File: src/rtl/or_exec.sv
// ============================================================================
//  or_exec : or-opt move executor, relocates the city at route position K
//            to position dst by shifting the cities in between.
//  Optional: OR_EXEC_CHECK_EN adds K/L range checking with an err pulse.
//  Revision: 1.0
// ============================================================================
`default_nettype none

package replica_pkg;
  localparam int city_num = 8;
  localparam int city_log = $clog2(city_num);

  typedef enum logic [1:0] {
    THR = 2'd0,
    OR1 = 2'd1,
    TWO = 2'd2,
    NOP = 2'd3
  } com_t;

  typedef struct packed {
    com_t                com;
    logic [city_log-1:0] K;
    logic [city_log-1:0] L;
  } opt_t;
endpackage

module or_exec
  import replica_pkg::*;
(
  input  logic                clk,
  input  logic                reset,
  input  logic                run_i,
  input  opt_t                opt,
  input  logic                dec_valid,
  input  logic                dec_accept,
  output logic [city_log-1:0] rd_addr,
  input  logic [city_log-1:0] rd_data,
  output logic                wr_en,
  output logic [city_log-1:0] wr_addr,
  output logic [city_log-1:0] wr_data,
  output logic                ready,
  output logic                done,
  output logic                err
);

  typedef enum logic [2:0] {
    S_IDLE     = 3'd0,
    S_WAIT_DEC = 3'd1,
    S_LOAD     = 3'd2,
    S_SHIFT    = 3'd3,
    S_PLACE    = 3'd4,
    S_FIN      = 3'd5
  } state_t;

  state_t              r_state;
  state_t              w_next;
  logic [city_log-1:0] r_k;
  logic [city_log-1:0] r_l;
  logic [city_log-1:0] r_tmp;
  logic [city_log-1:0] r_n;
  logic [city_log-1:0] r_idx;
  logic                r_up;
  logic                w_illegal;
  logic                w_start;
  logic [city_log-1:0] w_rd_pos;
  logic [city_log-1:0] w_wr_pos;

`ifdef OR_EXEC_CHECK_EN
  localparam logic [city_log:0] c_pos_max = (city_log+1)'(city_num - 1);
  logic r_err;

  assign w_illegal = (opt.K == '0) ||
                     ({1'b0, opt.K} > c_pos_max) ||
                     ({1'b0, opt.L} > c_pos_max) ||
                     (opt.L == opt.K) ||
                     (opt.L == opt.K - city_log'(1));

  always_ff @(posedge clk or negedge reset) begin
    if (!reset) begin
      r_err <= 1'b0;
    end else begin
      r_err <= (r_state == S_IDLE) && run_i && (opt.com == OR1) && w_illegal;
    end
  end

  assign err = r_err;
`else
  assign w_illegal = 1'b0;
  assign err       = 1'b0;
`endif

  assign w_start = (r_state == S_IDLE) && run_i && (opt.com == OR1) && !w_illegal;

  // SHIFT cycle idx reads source idx and writes the source read in cycle idx-1.
  assign w_rd_pos = r_up ? (r_k + city_log'(1) + r_idx) : (r_k - city_log'(1) - r_idx);
  assign w_wr_pos = r_up ? (r_k + r_idx - city_log'(1)) : (r_k - r_idx + city_log'(1));

  always_ff @(posedge clk or negedge reset) begin
    if (!reset) begin
      r_state <= S_IDLE;
    end else begin
      r_state <= w_next;
    end
  end

  always_ff @(posedge clk or negedge reset) begin
    if (!reset) begin
      r_k   <= '0;
      r_l   <= '0;
      r_tmp <= '0;
      r_n   <= '0;
      r_idx <= '0;
      r_up  <= 1'b0;
    end else begin
      if (w_start) begin
        r_k  <= opt.K;
        r_l  <= opt.L;
        r_up <= (opt.K < opt.L);
        r_n  <= (opt.K < opt.L) ? (opt.L - opt.K) : (opt.K - opt.L - city_log'(1));
      end
      if (r_state == S_LOAD) begin
        r_idx <= '0;
      end
      if (r_state == S_SHIFT) begin
        if (r_idx == '0) begin
          r_tmp <= rd_data;
        end
        r_idx <= r_idx + city_log'(1);
      end
    end
  end

  // The first SHIFT cycle only captures the moved city; writes start at idx 1,
  // so a zero-length shift reduces to that single capture cycle.
  always_comb begin
    w_next  = r_state;
    ready   = 1'b0;
    done    = 1'b0;
    wr_en   = 1'b0;
    wr_addr = '0;
    wr_data = '0;
    rd_addr = '0;
    case (r_state)
      S_IDLE: begin
        ready = 1'b1;
        if (w_start) begin
          w_next = S_WAIT_DEC;
        end
      end
      S_WAIT_DEC: begin
        if (dec_valid) begin
          w_next = dec_accept ? S_LOAD : S_FIN;
        end
      end
      S_LOAD: begin
        rd_addr = r_k;
        w_next  = S_SHIFT;
      end
      S_SHIFT: begin
        if (r_idx < r_n) begin
          rd_addr = w_rd_pos;
        end
        if (r_idx != '0) begin
          wr_en   = 1'b1;
          wr_addr = w_wr_pos;
          wr_data = rd_data;
        end
        if (r_idx == r_n) begin
          w_next = S_PLACE;
        end
      end
      S_PLACE: begin
        wr_en   = 1'b1;
        wr_addr = r_up ? r_l : (r_l + city_log'(1));
        wr_data = r_tmp;
        w_next  = S_FIN;
      end
      S_FIN: begin
        done   = 1'b1;
        w_next = S_IDLE;
      end
      default: begin
        w_next = S_IDLE;
      end
    endcase
  end

endmodule

`default_nettype wire

File: config.mk
export PLATFORM = sky130hd
export DESIGN_NAME = or_exec
export DESIGN_NICKNAME = d
export VERILOG_FILES = /design/src/rtl/or_exec.sv
export SDC_FILE = /design/constraint.sdc
export NUM_CORES = 1
export LEC_CHECK = 0
export BUFFER_PORTS_ARGS = -buffer_cell sky130_fd_sc_hd__buf_2
export CAP_MARGIN = 15
export CELL_PAD_IN_SITES_DETAIL_PLACEMENT = 1
export CELL_PAD_IN_SITES_GLOBAL_PLACEMENT = 1
export CORE_MARGIN = 5
export CORE_UTILIZATION = 40
export DETAILED_ROUTE_END_ITERATION = 12
export PLACE_DENSITY_LB_ADDON = 0.1
export RECOVER_POWER = 100
export SYNTH_ARGS = -nofsm -noshare
export SYNTH_HDL_FRONTEND = slang
export SYNTH_SLANG_ARGS = --single-unit
File: constraint.sdc
create_clock -name clk -period 3.3 [get_ports clk]
set_input_delay 0.33 -clock clk [delete_from_list [all_inputs] [get_ports clk]]
set_output_delay 0.33 -clock clk [all_outputs]
set_load 0.01 [all_outputs]
## Word-level counts from Yosys, hierarchy flattened

Index checks and enable logic that the tools add are counted.
W data, S select, Z words.

| storage, ports and cells | value |
|---|---|
| latch bits | 0 |
| flip-flop bits (word level) | 19 |
| input port bits | 16 |
| memory bits (writable) | 0 |
| logic and storage cells | 61 |
| memories | 0 |
| output and inout port bits | 13 |
| memory bits (read-only) | 0 |

| operators by class | value |
|---|---|
| shifts and indexed selects | 0 |
| $mul | 0 |
| equal/unequal tests | 10 |
| $add $sub $neg | 13 |
| reduce and logical (&&, ||, !) cells | 8 |
| order comparisons | 2 |
| bitwise logic cells | 0 |
| mux-type cells | 21 |
| div/mod/pow operators | 0 |

Operators by type and width:

| operator | count |
|---|---|
| $mux W3 | 13 |
| $pmux W3 S2 | 3 |
| $pmux W3 S5 | 1 |
| $add A3 B1 Y3 const B | 4 |
| $sub A3 B3 Y3 | 4 |
| $sub A3 B1 Y3 const B | 3 |
| $add A3 B3 Y3 | 2 |
| $eq A3 B2 Y1 const B | 2 |
| $eq A3 B3 Y1 const B | 2 |
| $logic_not A3 Y1 | 2 |
| $lt A3 B3 Y1 | 2 |
| $ne A2 B2 Y1 const B | 2 |
| $eq A3 B1 Y1 const B | 1 |
| $eq A3 B3 Y1 | 1 |
| $mux W1 | 3 |
| $reduce_and A3 Y1 | 1 |
| $reduce_bool A3 Y1 | 1 |
| $eq A2 B1 Y1 const B | 1 |
| $logic_and A1 B1 Y1 | 2 |
| $ne A2 B1 Y1 const B | 1 |
| $pmux W1 S2 | 1 |
| $reduce_and A2 Y1 | 1 |
| $reduce_bool A2 Y1 | 1 |

## Depth between registers and ports, before layout

Gate-level depths: netlist of run 1.

| logic depth | value |
|---|---|
| depth in word-level cells | 5 |
| depth in mapped cells | 8 |
| depth with buffers taken out | 8 |

## Worst setup path after synthesis of run 1

OpenSTA, ideal clock, no wires.

| timing | value |
|---|---|
| kind | register to output |
| start | register r_idx[0] |
| end | output rd_addr[2] |
| arrival time | 1.681 ns |
| path slack | 1.289 ns |
| path buffers | 0 |
| required time | 2.970 ns |
| stages on the path, launching flop included | 8 |
| cells stage by stage | dfrtp_1 inv_1 ha_1 fa_1 mux2i_1 xnor2_1 nand4b_1 a31oi_1 |

| on the way | value |
|---|---|
| longest elaborated chain between the ends | 4 |

RTL lines:

| item | line | text |
|---|---|---|
| start: declaration | 61 | `logic [city_log-1:0] r_idx;` |
| start signal: assignment | 128 | `r_idx <= r_idx + city_log'(1);` |
| $sub A3 B3 Y3 / $add A3 B3 Y3 (equally long branches) | 95 | `assign w_rd_pos = r_up ? (r_k + city_log'(1) + r_idx) : (r_k - city_log'(1) - r_idx);` |
| $mux W3 | 95 |  |
| $mux W3 * | 160 | `if (r_idx < r_n) begin` |
| $pmux W3 S2 * | 143 | `case (r_state)` |
| end: declaration | 36 | `output logic [city_log-1:0] rd_addr,` |

Mark *: on every way between the ends. The rest lies on a longest branch, timed or not.

## Worst setup path in the final report of run 1

Same ends and word-level chain as after synthesis.

==> results of run 1 <==
metal layers:
metal | track usage, % | wire [µm] | part of all wire (%) | vias up
li1 | - | - | - | 612
met1 | 19.9 | 1690 | 45 | 605
met2 | 28.1 | 1960 | 52 | 10
met3 | 2.07 | 88 | 2.3 | 2
met4 | 3.69 | 10 | 0.27 | 0
met5 | 0 | 0 | 0 | -
sequential cells by signal (all words and copies together) (netlist names):
| register | count |
|---|---|
| r_l | 3 |
| r_tmp | 3 |
| r_n | 3 |
| r_state | 3 |
| r_k | 3 |
| r_up | 1 |
| r_idx | 3 |
cells in the mapped netlist (all sizes together) (2+ instances only):
library cell,instances
inv,16
mux2,8
buf,6
mux2i,6
nand2b,6
nor2b,5
ha,17
o22ai,3
nand3b,3
fa,4
o221ai,2
nand2,12
dfrtp,19
nand3,4
a31oi,2
a21oi,9
xnor2,5
nor2,7
a22o,3
xor2,3
o21ai,7
nor3,3
layout make-up:
type / count / share of cell area (%)
Sequential cell: 19 / 27.0
Multi-Input combinational cell: 123 / 56.4
Clock inverter: 1 / 0.284
Clock buffer: 3 / 2.35
Timing Repair Buffer: 28 / 6.97
Tap cell: 50 / 3.56
Inverter: 16 / 3.41
power breakdown:
group          total [mW]  internal, mW  switching (mW)
clock               0.165        0.0839          0.0806
sequential          0.503         0.344           0.159
combinational       0.843         0.403           0.440
cells by family (layout without fill, tap and decap cells):
group	count (synthesis)	after routing
AND/OR/NAND/NOR	47	47
AO/OA/AOI/OAI	32	32
buffers and inverters	23	48
adder cells (fa/ha/maj)	21	21
flip-flops	19	19
multiplexers	14	14
XOR/XNOR	8	8
other	1	1
layout by cell type, fill, tap and decap left out, types with 3 or more instances in the layout:
master	count
dfrtp_1	19
ha_1	17
inv_1	16
buf_2	14
clkbuf_1	14
nand2_1	12
a21oi_1	9
nor2_1	7
o21ai_0	7
mux2_2	7
mux2i_1	6
nand2b_1	6
xnor2_1	5
nand3_1	4
nor2b_1	4
fa_1	4
xor2_1	3
o22ai_1	3
a22o_1	3
nor3_1	3
nand3b_1	3
clkbuf_8	3
worst reg2reg max path, stage by stage, from the launching register on:
cell     delay, ps
dfrtp_1        590
nor4_2        1300
mux2_2         450
stage by stage:
stage / hold slack [ps] / worst slack [ps] / std cells
final: 263 / 798 / 240
after global routing: 316 / 575 / 240
after CTS: 26.0 / 786 / 240
after detailed placement: 312 / 1070 / 236
after global placement: 309 / 1140 / 236
after floorplan: 34.4 / 1290 / 165
how the worst min path moves through the flow:
stage	slack, ps	endpoint	cells past startpoint
after floorplan	30	r_idx[0]	0
after global placement	310	r_k[1]	1
after detailed placement	310	r_idx[2]	1
after CTS	30	r_idx[2]	1
after global routing	320	r_tmp[1]	2
final	260	r_n[0]	1
==> impl_metrics.yaml, run 1 <==
worst_setup_path:
  regToRegStartpoint: "r_state[0]"
  cp.arrival_ps: 2170
  cp-start-kind: "flip-flop"
  path_cells: "inv_1 -> ha_1 -> fa_1 -> mux2i_1 -> xnor2_1 -> nand4b_1 -> a31oi_1 -> clkbuf_1"
  path_class: "reg2out"
  r2r-end: "r_l[1]"
  cp_slowest_stage_delay_ps: 400
  worst_path_max_delay_cell: "dfrtp_1"
  crit_path_max_fanout: 4
  critical_path_required_ps: 2970
  startpoint: "r_idx[0]"
  critical_path.top_delay_family: "adder cells"
  rr_worst_depth: 2
  critPathCaptureType: "primary output"
  cp.depth: 8
  r2r_slack_ps: 840
  endpoint: "rd_addr[2]"
  crit_buf_inv: 2
clocking:
  cts_resized: 0
  cts_buffers: 3
  clock-sinks: 19
  cts.reportedPaths.clkPinSlew_ps: 80
  cts_hold_buf: 0
  cts.path.max_buffers: 2
  clock_latency_ps: 260
  htree_num_levels: 1
  post_cts_buffers: 0
  cts-root-buf: "clkbuf_8"
  cts_tree: "done"
yosys:
  syn_area_um2: 1590
  synth-xor-area-share_pct: 4.41
  synth_top_family_by_area: "adder cells"
  synth_seq_area_share_pct: 29.9
  yosys-top-cells-area: "dfrtp_1 30%, ha_1 13%, mux2_2 5.7%, fa_1 5.0%, mux2i_1 3.8%"
  synth_mux_area_share_pct: 9.44
  async_flop_share_pct: 100
  synth_edf_count: 0
  synth-seq-cells: 19
  synthSimpleGateAreaFrac_pct: 17.5
  synth_warnings: 0
  synth_top_cell_by_area: "dfrtp_1"
  synth_cell_type_count: 42
  synth_nets: 202
  synth_compound_area_share_pct: 13.1
  synthCells: 165
  synthAdderAreaFrac_pct: 18.4
  synthFlopType: "dfrtp_1"
  syn_area_per_cell_um2: 9.64
  synth_top_area_share_pct: 29.9
detailed_routing:
  num_vias: 1229
  drt_iter0_markers: 62
  wire_per_inst_um: 15.6
  finalWirelength_mm: 3.75
  antenna_left: 0
  dr.pass1.iters: 3
  viasPerCell: 5.12
  drc: 0
final_layout:
  fill_cells: 498
  final_core_util_pct: 44.9
  final-seq-area_um2: 475
  diodes: 0
  final_cell_area_um2: 1760
  areaGrowthSynthToFinish_pct: 10.6
  drive_above_1_share_pct: 15.8
  multi_input_area_um2: 992
  nets: 228
sta:
  worst_pin_slew_ps: 1470
  relSlewSlack_pct: 1.07
  period_needed_ps: 2500
  grt_setup_unrepaired: "false"
  fin_setup_tns_ps: 0
  setup-violations-final: 0
  slew_viol_final: 0
  fin_worst_skew_ps: 10.9
  clock.fmax_ghz: 0.400
  hold_violations: 0
  min_period_over_period_pct: 75.8
outcome:
  outcome: "complete, but fails checks"
  violations: "max-capacitance violations"
hold_path:
  hold_class: "in2async"
placed_design:
  dpl.hpwl_mm: 3.11
  portBuffers: 27
  place.gp.congestion: 0.926
  place_area_um2: 1740
global_route:
  grt_pass1_vias: 1347
  grt_pass1_wl_mm: 6.51
  overflow: 0
  grt_max_degree: 20
  antenna_found_initial: 0
  track_usage_pct: 15.7
floorplan:
  dieWidth_um: 73.1
  dieArea_um2: 5340
  io_pins: 29
  rows: 23
  dieHeight_um: 73.1
  core_um2: 3910
  start_util_pct: 40.6
pwr:
  power_mw: 1.51
  power_leakage_nw: 0.807
  p_per_area_nw_per_um2: 859
  ir_drop_uv: 247
job:
  maxCapViolations: 1
Power figures use the tool's default switching activity.
==> inputs of run 2 (changes only) <==
==> constraint.sdc (replaced) <==
create_clock -name clk -period 2.4 [get_ports clk]
set_input_delay 0.24 -clock clk [delete_from_list [all_inputs] [get_ports clk]]
set_output_delay 0.24 -clock clk [all_outputs]
set_load 0.01 [all_outputs]
==> run 2 against run 1 <==
Compared with the run above:
- the flow now finishes without violations
- global-route usage rose by 0.27 points
- power rose by 48%
- setup slack got worse by 710 ps
- via count rose by 4.4%
- final area rose by 5.0%
- non-clock buffer count rose by 6
- largest power group unchanged
==> impl_metrics.yaml, run 2 (synthesized netlist as in run 1, its figures left out) <==
floorplan:
  dieHeight_um: 73.1
  dieArea_um2: 5340
  rows: 23
  io_pins: 29
  start_util_pct: 40.6
  dieWidth_um: 73.1
  core_um2: 3910
detailed_routing:
  drc: 0
  antenna_left: 0
  drt_iter0_markers: 27
  dr.pass1.iters: 4
  wire_per_inst_um: 16.2
  viasPerCell: 5.22
  finalWirelength_mm: 3.98
  num_vias: 1283
clocking:
  cts_buffers: 3
  cts_tree: "done"
  cts.reportedPaths.clkPinSlew_ps: 80
  clock_latency_ps: 260
  cts.path.max_buffers: 2
  cts-root-buf: "clkbuf_8"
  htree_num_levels: 1
  clock-sinks: 19
outcome:
  outcome: "completed"
placed_design:
  portBuffers: 27
  dpl.hpwl_mm: 3.16
  dpl.cell_count: 237
  place_area_um2: 1750
  pre_cts_slack_ps: 236
  place.gp.congestion: 0.835
sta:
  fin_worst_skew_ps: 2.70
  period_needed_ps: 2310
  setup-violations-final: 0
  grt_setup_unrepaired: "true"
  relSlewSlack_pct: 25.4
  hold_violations: 0
  clock.fmax_ghz: 0.432
  min_period_over_period_pct: 96.5
  worst_pin_slew_ps: 1120
  timing.final.ws_setup_ps: 85.2
  slew_viol_final: 0
worst_setup_path:
  path_class: "reg2out"
  critPathCaptureType: "primary output"
  critical_path_required_ps: 2160
  cp-start-kind: "flip-flop"
  worst_path_max_delay_cell: "dfrtp_1"
  crit_path_max_fanout: 4
  path_cells: "inv_2 -> ha_2 -> fa_1 -> mux2i_1 -> xnor2_1 -> nand3b_1 -> a31oi_1 -> buf_2"
  cp_slowest_stage_delay_ps: 380
  cp.arrival_ps: 2070
final_layout:
  layout_commonest_cell: "buf_2"
  fin_cells: 246
  final_cell_mix: "22 x buf_2, 19 x dfrtp_1, 14 x ha_1, 13 x inv_1, 12 x nand2_1"
  diodes: 0
  final_core_util_pct: 47.2
  areaGrowthSynthToFinish_pct: 16.1
  drive_above_1_share_pct: 25.0
  final_cell_area_um2: 1850
  nets: 234
global_route:
  grt_max_degree: 20
  grt_pass1_wl_mm: 6.65
  track_usage_pct: 16.0
  antenna_found_initial: 0
  grt_pass1_vias: 1373
  overflow: 0
pwr:
  ir_drop_uv: 323
  power_leakage_nw: 0.867
  power_mw: 2.24
  p_per_area_nw_per_um2: 1210
hold_path:
  hold_class: "in2reg"
job:
  maxCapViolations: 0
## run 2: cell count changes in the layout (fill, tap and decap cells not counted), moves of 2 or more
cell,previous run,this run
buf_2,14,22
buf_4,0,5
inv_2,0,3
ha_1,17,14
inv_1,16,13
clkbuf_1,14,6
ha_4,0,2
## run 2: final timing paths
path	start	endpoint	slack, ps	depth (start not counted)
worst max-delay path	r_idx[0]	rd_addr[2]	90	8
worst min-delay path	opt[5]	r_k[2]	230	2
min in group asynchronous	reset	r_k[1]	710	2
worst min register to register	r_tmp[2]	r_tmp[2]	520	1
worst max register to register	r_state[1]	r_l[2]	460	3
max in group asynchronous	reset	r_k[0]	1020	2
## run 2: power by group
group          internal (mW)  switching, mW
clock                  0.115          0.116
combinational          0.655          0.676
sequential             0.474          0.201
## run 2: timing repair
item / in CTS / in global routing
buffers inserted: 1 / 3
resized for setup: 0 / 7
hold endpoints to repair: 19 / 0
hold buffers: 1 / 0
pin swaps: 0 / 2
setup endpoints to repair: 2 / 3
## run 2: critical path, delay by kind of cell (launching register included)
| kind | cells | cell delay (ps) |
|---|---|---|
| AND/OR/NAND/NOR | 1 | 160 |
| AO/OA/AOI/OAI | 1 | 170 |
| flip-flops | 1 | 380 |
| buffers and inverters | 2 | 230 |
| XOR/XNOR | 1 | 110 |
| adder cells (fa/ha/maj) | 2 | 560 |
| multiplexers | 1 | 200 |
## run 2: final cells by class
class / instances / area (µm²)
clock buffer: 3 / 41.3
clock inverter: 1 / 5.00
multi-input combinational: 123 / 1020
fill: 470 / 2070
inverter: 16 / 60.1
timing repair buffer: 34 / 180
tap: 50 / 62.6
sequential: 19 / 475
## run 2: per-layer routing
metal / routed length, µm / track usage (%)
met1: 1680 / 20.2
met2: 2180 / 28.4
met3: 90 / 2.07
met4: 33 / 4.30
met5: 0 / 0
## run 2: per-stage QoR
step / setup TNS [ps] / hold WS (ps)
detailed placement: 0 / 227
global placement: 0 / 212
CTS: 0 / 224
floorplan: 0 / -55.6
finish: 0 / 230
global route: -74.7 / 228
